**src/rtl/rl_sink.sv**
```systemverilog
// rl_sink: debounced 12-bit word capture into a small FIFO, drained through
// a dav_/rfd handshake. Optional dropped-word counter: RL_SINK_DROPCNT_EN.
module rl_sink #(
  parameter int unsigned DEPTH = 4
) (
  input  logic        clock,
  input  logic        reset_,
  input  logic [3:0]  a3_a0,
  input  logic [7:0]  z7_z0,
  input  logic        rfd,
  output logic        dav_,
  output logic [11:0] q11_q0
`ifdef RL_SINK_DROPCNT_EN
  ,
  output logic [7:0]  ovf7_ovf0
`endif
);

  localparam int unsigned AW = (DEPTH > 1) ? $clog2(DEPTH) : 1;

  typedef enum logic [1:0] {
    S0_IDLE,
    S1_PRESENT,
    S2_RELEASE
  } state_t;

  logic [11:0] word;
  logic [11:0] prev_q, prev_d;
  logic [11:0] last_q, last_d;
  logic [11:0] mem_q [DEPTH];
  logic [AW-1:0] wr_ptr_q, wr_ptr_d;
  logic [AW-1:0] rd_ptr_q, rd_ptr_d;
  logic [AW:0]   count_q, count_d;
  state_t        state_q, state_d;
  logic          dav_q, dav_d;
  logic [11:0]   dout_q, dout_d;
  logic          accept, full, empty, push, pop;
`ifdef RL_SINK_DROPCNT_EN
  logic [7:0]    ovf_q, ovf_d;
  logic          drop;
`endif

  assign word  = {a3_a0, z7_z0};
  assign full  = (count_q == (AW+1)'(DEPTH));
  assign empty = (count_q == '0);

  always_comb begin
    state_d = state_q;
    dav_d   = dav_q;
    dout_d  = dout_q;
    pop     = 1'b0;
    unique case (state_q)
      S0_IDLE: begin
        if (!empty && rfd) begin
          dout_d  = mem_q[rd_ptr_q];
          dav_d   = 1'b0;
          state_d = S1_PRESENT;
        end
      end
      S1_PRESENT: begin
        if (!rfd) begin
          dav_d   = 1'b1;
          pop     = 1'b1;
          state_d = S2_RELEASE;
        end
      end
      S2_RELEASE: begin
        if (rfd) state_d = S0_IDLE;
      end
      default: state_d = S0_IDLE;
    endcase
  end

  // A pop on this edge frees a slot, so a full FIFO can still take the word.
  always_comb begin
    accept   = (word == prev_q) && (word != last_q);
    push     = accept && (!full || pop);
    prev_d   = word;
    last_d   = accept ? word : last_q;
    wr_ptr_d = push ? wr_ptr_q + AW'(1) : wr_ptr_q;
    rd_ptr_d = pop  ? rd_ptr_q + AW'(1) : rd_ptr_q;
    count_d  = count_q;
    if (push && !pop) count_d = count_q + (AW+1)'(1);
    if (pop && !push) count_d = count_q - (AW+1)'(1);
  end

`ifdef RL_SINK_DROPCNT_EN
  always_comb begin
    drop  = accept && full && !pop;
    ovf_d = (drop && ovf_q != 8'hFF) ? ovf_q + 8'd1 : ovf_q;
  end
`endif

  always_ff @(posedge clock) begin
    if (reset_ && push) mem_q[wr_ptr_q] <= word;
  end

  always_ff @(posedge clock) begin
    if (!reset_) begin
      prev_q   <= '0;
      last_q   <= '0;
      wr_ptr_q <= '0;
      rd_ptr_q <= '0;
      count_q  <= '0;
      state_q  <= S0_IDLE;
      dav_q    <= 1'b1;
      dout_q   <= '0;
`ifdef RL_SINK_DROPCNT_EN
      ovf_q    <= '0;
`endif
    end else begin
      prev_q   <= prev_d;
      last_q   <= last_d;
      wr_ptr_q <= wr_ptr_d;
      rd_ptr_q <= rd_ptr_d;
      count_q  <= count_d;
      state_q  <= state_d;
      dav_q    <= dav_d;
      dout_q   <= dout_d;
`ifdef RL_SINK_DROPCNT_EN
      ovf_q    <= ovf_d;
`endif
    end
  end

  assign dav_   = dav_q;
  assign q11_q0 = dout_q;
`ifdef RL_SINK_DROPCNT_EN
  assign ovf7_ovf0 = ovf_q;
`endif

endmodule
```
**config.mk**
```make
export PLATFORM = sky130hd
export DESIGN_NAME = rl_sink
export DESIGN_NICKNAME = d
export VERILOG_FILES = /design/src/rtl/rl_sink.sv
export SDC_FILE = /design/constraint.sdc
export NUM_CORES = 1
export LEC_CHECK = 0
export ABC_CLOCK_PERIOD_IN_PS = 2350
export CAP_MARGIN = 40
export CORE_UTILIZATION = 41
export CTS_CLUSTER_DIAMETER = 150
export CTS_CLUSTER_SIZE = 28
export DETAILED_ROUTE_END_ITERATION = 7
export PLACE_DENSITY = 0.61
export SYNTH_ARGS = -nofsm -noshare
export SYNTH_HDL_FRONTEND = slang
export SYNTH_SLANG_ARGS = --single-unit
```
**constraint.sdc**
```tcl
create_clock -name clock -period 2.35 [get_ports clock]
set_input_delay 0.47 -clock clock [delete_from_list [all_inputs] [get_ports clock]]
set_output_delay 0.47 -clock clock [all_outputs]
set_load 0.02 [all_outputs]
```
# Word level (Yosys, flattened, before mapping)
# Memory sizes are Yosys's and may differ from the RTL's. A register that Yosys moved wholly into a read port is not among the register bits.
# Index checks and enable logic that the tools add are counted.
dict set report classes {
  n_shift 0
  n_div 0
  add_sub_neg 4
  reduce_logical 19
  n_bitwise 0
  muxes 13
  mul 0
  n_eq_ne 8
  magnitude_cmp 0
}
# cell n
set op_table {}
lappend op_table {{== test 12 bit} 1}
lappend op_table {{inequality test 12 bit} 1}
lappend op_table {{logical AND 1 bit} 6}
lappend op_table {{2-to-1 mux 1 bit} 6}
lappend op_table {{2-to-1 mux 2 bit} 3}
lappend op_table {{2-to-1 mux 3 bit} 2}
lappend op_table {{inequality test 2 bit (second input constant)} 3}
lappend op_table {{case mux 2 bit (3 select lines)} 1}
lappend op_table {{AND reduction 3 bit} 2}
lappend op_table {{zero test 1 bit} 5}
lappend op_table {{adder 2 x 1 -> 2 bit (second input constant)} 2}
lappend op_table {{nonzero test 2 bit} 2}
lappend op_table {{adder 3 x 1 -> 3 bit (second input constant)} 1}
lappend op_table {{== test 3 bit (second input constant)} 1}
lappend op_table {{zero test 3 bit} 1}
lappend op_table {{subtractor 3 x 1 -> 3 bit (second input constant)} 1}
lappend op_table {{== test 2 x 1 -> 1 bit (second input constant)} 1}
lappend op_table {{== test 2 bit (second input constant)} 1}
lappend op_table {{zero test 2 bit} 1}
lappend op_table {{case mux 1 bit (2 select lines)} 1}
lappend op_table {{AND reduction 2 bit} 1}
lappend op_table {{logical OR 1 bit} 1}
dict set report word_totals {
  mem_bits_rw 48
  latch_bits 0
  wordCells 52
  rom_bits 0
  mem_count 1
  ff_bits 34
}
# name words word_bits rd rd_ports_with_merged_regs wr line
set mem_list {}
lappend mem_list {mem_q 4 12 1 1 1 30} ;# logic [11:0] mem_q [DEPTH];

# Longest topological paths before layout
dict set report depth {
  ltp_word 7
  ltp_mapped 9
  ltp_nobuf 9
}

# Least setup slack after synthesis
# No wires, ideal clock.
dict set report synth_path {
  path_type {input to register}
  start {input z7_z0[6]}
  end {register count_q[2]}
  path_slack_ns 0.101
  n_path_buf 0
  t_arrival_ns 2.163
  path_stages 9
  cell_sequence {xor2_1 -> nor4_4 -> nand3_2 -> o21ai_4 -> inv_1 -> fa_1 -> o21ai_0 -> o22ai_1 -> a221oi_2}
}
dict set report synth_via {
  elab_chain_len 6
}
# element line
set synth_lines {}
lappend synth_lines {{from (decl)} 9} ;# input logic [7:0] z7_z0,
lappend synth_lines {{== test 12 bit / inequality test 12 bit (equally long branches)} 76} ;# accept = (word == prev_q) && (word != last_q);
lappend synth_lines {{logical AND 1 bit *} 76}
lappend synth_lines {{logical AND 1 bit *} 77} ;# push = accept && (!full || pop);
lappend synth_lines {{zero test 1 bit} 84} ;# if (pop && !push) count_d = count_q - (AW+1)'(1);
lappend synth_lines {{logical AND 1 bit} 84}
lappend synth_lines {{2-to-1 mux 3 bit / nonzero test 2 bit (equally long branches)} -}
lappend synth_lines {{to (signal assigned)} 116} ;# count_q <= count_d;
lappend synth_lines {{to (decl)} 33} ;# logic [AW:0] count_q, count_d;
# Mark *: on every way between the ends. The rest lies on a longest branch, timed or not.
# A chain may end at the register's enable or synchronous reset.

# Worst setup path after layout
dict set report layout_path {
  start {input a3_a0[3]}
  end {register count_q[2]}
}
dict set report layout_via {
  elab_chain_len 6
}
# element line
set layout_lines {}
lappend layout_lines {{from (decl)} 8} ;# input logic [3:0] a3_a0,
lappend layout_lines {{== test 12 bit / inequality test 12 bit (equally long branches)} 76}
lappend layout_lines {{logical AND 1 bit *} 76}
lappend layout_lines {{logical AND 1 bit *} 77}
lappend layout_lines {{zero test 1 bit} 84}
lappend layout_lines {{logical AND 1 bit} 84}
lappend layout_lines {{2-to-1 mux 3 bit / nonzero test 2 bit (equally long branches)} -}
# Marked as above.

==> results.py <==
metrics = {
    "placed_design": {
        "routabilityCongestion": 0.854,
        "place_area_sq_mm": 0.00443,
        "portBuffers": 27,
        "pre_cts_ws_ns": -0.624,
        "dp_hpwl_um": 4730,
        "dp.cells": 431,
    },
    "min_path": {
        "hp-class": "in -> reg",
        "hold_start": "z7_z0[2]",
    },
    "job": {
        "maxCapViolCount": 0,
    },
    "clocking": {
        "clk_pin_slew_ns": 0.10,
        "post_cts_buffers": 0,
        "htreeDepth": 3,
        "cts.sinks": 94,
        "clk_latency_ns": 0.35,
        "cts_tree": "built",
        "clockBufferDepth": 2,
        "cts-buffers-inserted": 9,
        "cts-root-buf": "clkbuf_8",
        "ctsHoldBuffers": 0,
    },
    "drt": {
        "routedWlPerCell_um": 15.4,
        "detail-route-antenna-nets": 0,
        "avgViaCountPerCell": 5.04,
        "drtIter0Drc": 55,
        "totalWireLength_um": 6870,
        "dr.pass1.iters": 6,
        "via_count": 2251,
        "drc": 0,
    },
    "cells_and_area": {
        "nets": 354,
        "layout_commonest_cell": "edfxtp_1",
        "stdcell_area_sq_mm": 0.00461,
        "layout_common_cells": "48 x edfxtp_1, 46 x dfxtp_1, 26 x nand2_1, 26 x buf_4, 25 x xor2_1",
        "n_fill_cell": 776,
        "syn2layout_area_growth_pct": 21.4,
        "drive_gt1_frac": 0.218,
        "fin_cells": 447,
        "n_antenna_cell": 0,
    },
    "power": {
        "p_sw_w": 0.000660,
        "clockPowerShare": 0.350,
        "pwr-share-seq": 0.605,
        "p_leak_nw": 1.64,
        "switching_share": 0.230,
        "peakVddDrop_mv": 0.307,
        "p_per_area_mw_per_mm2": 622,
        "power.internal_w": 0.00221,
        "combPwrFrac": 0.045,
    },
    "timing": {
        "tns_ns": 0,
        "rsz0062_at_grt": "false",
        "maxSlewHeadroom": 0.557,
        "max_freq_mhz": 439,
        "tightest_slew_ns": 0.663,
        "setup_viol": 0,
        "fin_crit_ns": 2.28,
        "hold_violations": 0,
        "whs_ns": 0.441,
        "final.setup_skew_ns": 0.00965,
        "slew_violations": 0,
        "layout_setup_ws_ns": 0.0718,
        "finalCritPeriodShare": 0.969,
    },
    "die": {
        "start_util": 0.429,
        "dieWidth_um": 98.2,
        "dieArea_sq_mm": 0.00965,
        "io_pins": 28,
        "rows": 34,
        "core_area_sq_mm": 0.00885,
        "die_h_um": 98.2,
    },
    "yosys": {
        "async_flop_share": 0,
        "ys_ff_latch": 94,
        "synth_cells": 276,
        "synth-edff-count": 48,
        "synth.net_count": 296,
        "avgSynthCellArea_sq_um": 13.8,
        "synth_ff_type": "edfxtp_1",
        "yosysTopAreaCellShare": 0.380,
        "yosysWarnings": 0,
        "synth_area_sq_mm": 0.00380,
        "yosysSeqAreaShare": 0.622,
        "synth_cell_type_count": 40,
        "yosys.area.top_type": "edfxtp_1",
        "synthTopCellsByArea": "edfxtp_1 38%, dfxtp_1 24%, mux4_2 7.1%",
    },
    "worst_setup_path": {
        "startpoint_type": "input pin",
        "cp.required_ns": 2.63,
        "end_kind": "register",
        "r2r-start": "last_q[10]",
        "crit_start": "a3_a0[3]",
        "path_class": "in -> reg",
        "worstPathMaxFanout": 4,
        "cp.arrival_ns": 2.55,
    },
    "global_route": {
        "grt-ovfl-total": 0,
        "antenna_found_initial": 0,
        "grt_pass1_vias": 2208,
        "grt_max_degree": 17,
        "global_route.usage.total": 0.160,
        "grt_pass1_wl_um": 11600,
    },
    "outcome": {
        "outcome": "complete, no violations",
    },
}
flip-flops by register name, summed over array words and instances, names as in the netlist:
register / flops
rd_ptr_q: 2
dav_: 1
state_q: 2
count_q: 3
wr_ptr_q: 2
last_q: 12
mem_q: 48
q11_q0: 12
prev_q: 12
Yosys cell counts (all sizes together) (7+ instances only):
cell	instances
edfxtp	48
a21oi	13
and3	8
dfxtp	46
nand2	26
xor2	25
and2	12
mux2i	13
buf	7
nor2	18
mux4	12
power by group through the flow:
stage	registers, W	logic (W)	clock network (W)
final	0.00173	0.000129	0.00100
after global routing	0.00174	0.000142	0.00110
after CTS	0.00173	0.000132	0.00104
after detailed placement	0.00177	0.000137	0
after global placement	0.00177	0.000135	0
after floorplan	0.00177	0.0000579	0
metal layers:
metal / up-vias / share of wire / global-route usage / wire (um)
met5: - / 0 / 0 / 0
met4: 0 / 0.013 / 0.0586 / 90
met3: 9 / 0.028 / 0.0394 / 193
met2: 38 / 0.46 / 0.246 / 3160
met1: 1105 / 0.50 / 0.221 / 3430
li1: 1099 / - / - / -
worst max-delay path, cell delays in order:
cell and delay, ns:
clkdlybuf4s50_1 0.48, xor2_1 0.22, nor4_4 0.20, nand3_2 0.14, o21ai_4 0.15, inv_1 0.08
fa_2 0.36, o21ai_0 0.09, o22ai_1 0.11, a221oi_2 0.26
final timing paths:
| kind | to | slack, ns | cells after the start |
|---|---|---|---|
| worst max-delay path | count_q[2] | 0.07 | 10 |
| worst max register to register | count_q[1] | 0.21 | 8 |
| worst min register to register | q11_q0[7] | 0.46 | 2 |
| worst min-delay path | mem_q[0][2] | 0.44 | 1 |
cell type report:
type,count,area [sq um],area share
Sequential cell,94,2360,0.512
Multi-Input combinational cell,165,1360,0.294
Timing Repair Buffer,58,552,0.120
Clock buffer,11,141,0.0307
Tap cell,108,135,0.0293
Clock inverter,5,41.3,0.00896
Inverter,6,22.5,0.00489
cells by family after synthesis:
group,synth area share
flip-flops,0.622
AND/OR/NAND/NOR,0.131
XOR/XNOR,0.0646
multiplexers,0.105
AO/OA/AOI/OAI,0.0359
buffers and inverters,0.0227
adder cells (fa/ha/maj),0.0185
stage by stage:
step / utilization / total power (W)
5_1_grt: 0.521 / 0.00298
3_5_place_dp: 0.501 / 0.00191
6_report: 0.521 / 0.00287
3_3_place_gp: 0.501 / 0.00191
4_1_cts: 0.521 / 0.00290
2_1_floorplan: - / 0.00183
timing repair:
action / in CTS / in global routing
gates resized for setup: 12 / 3
pin swaps: 3 / 1
setup endpoints to repair: 50 / 2
Note: power is estimated with default switching activity, not from simulation.
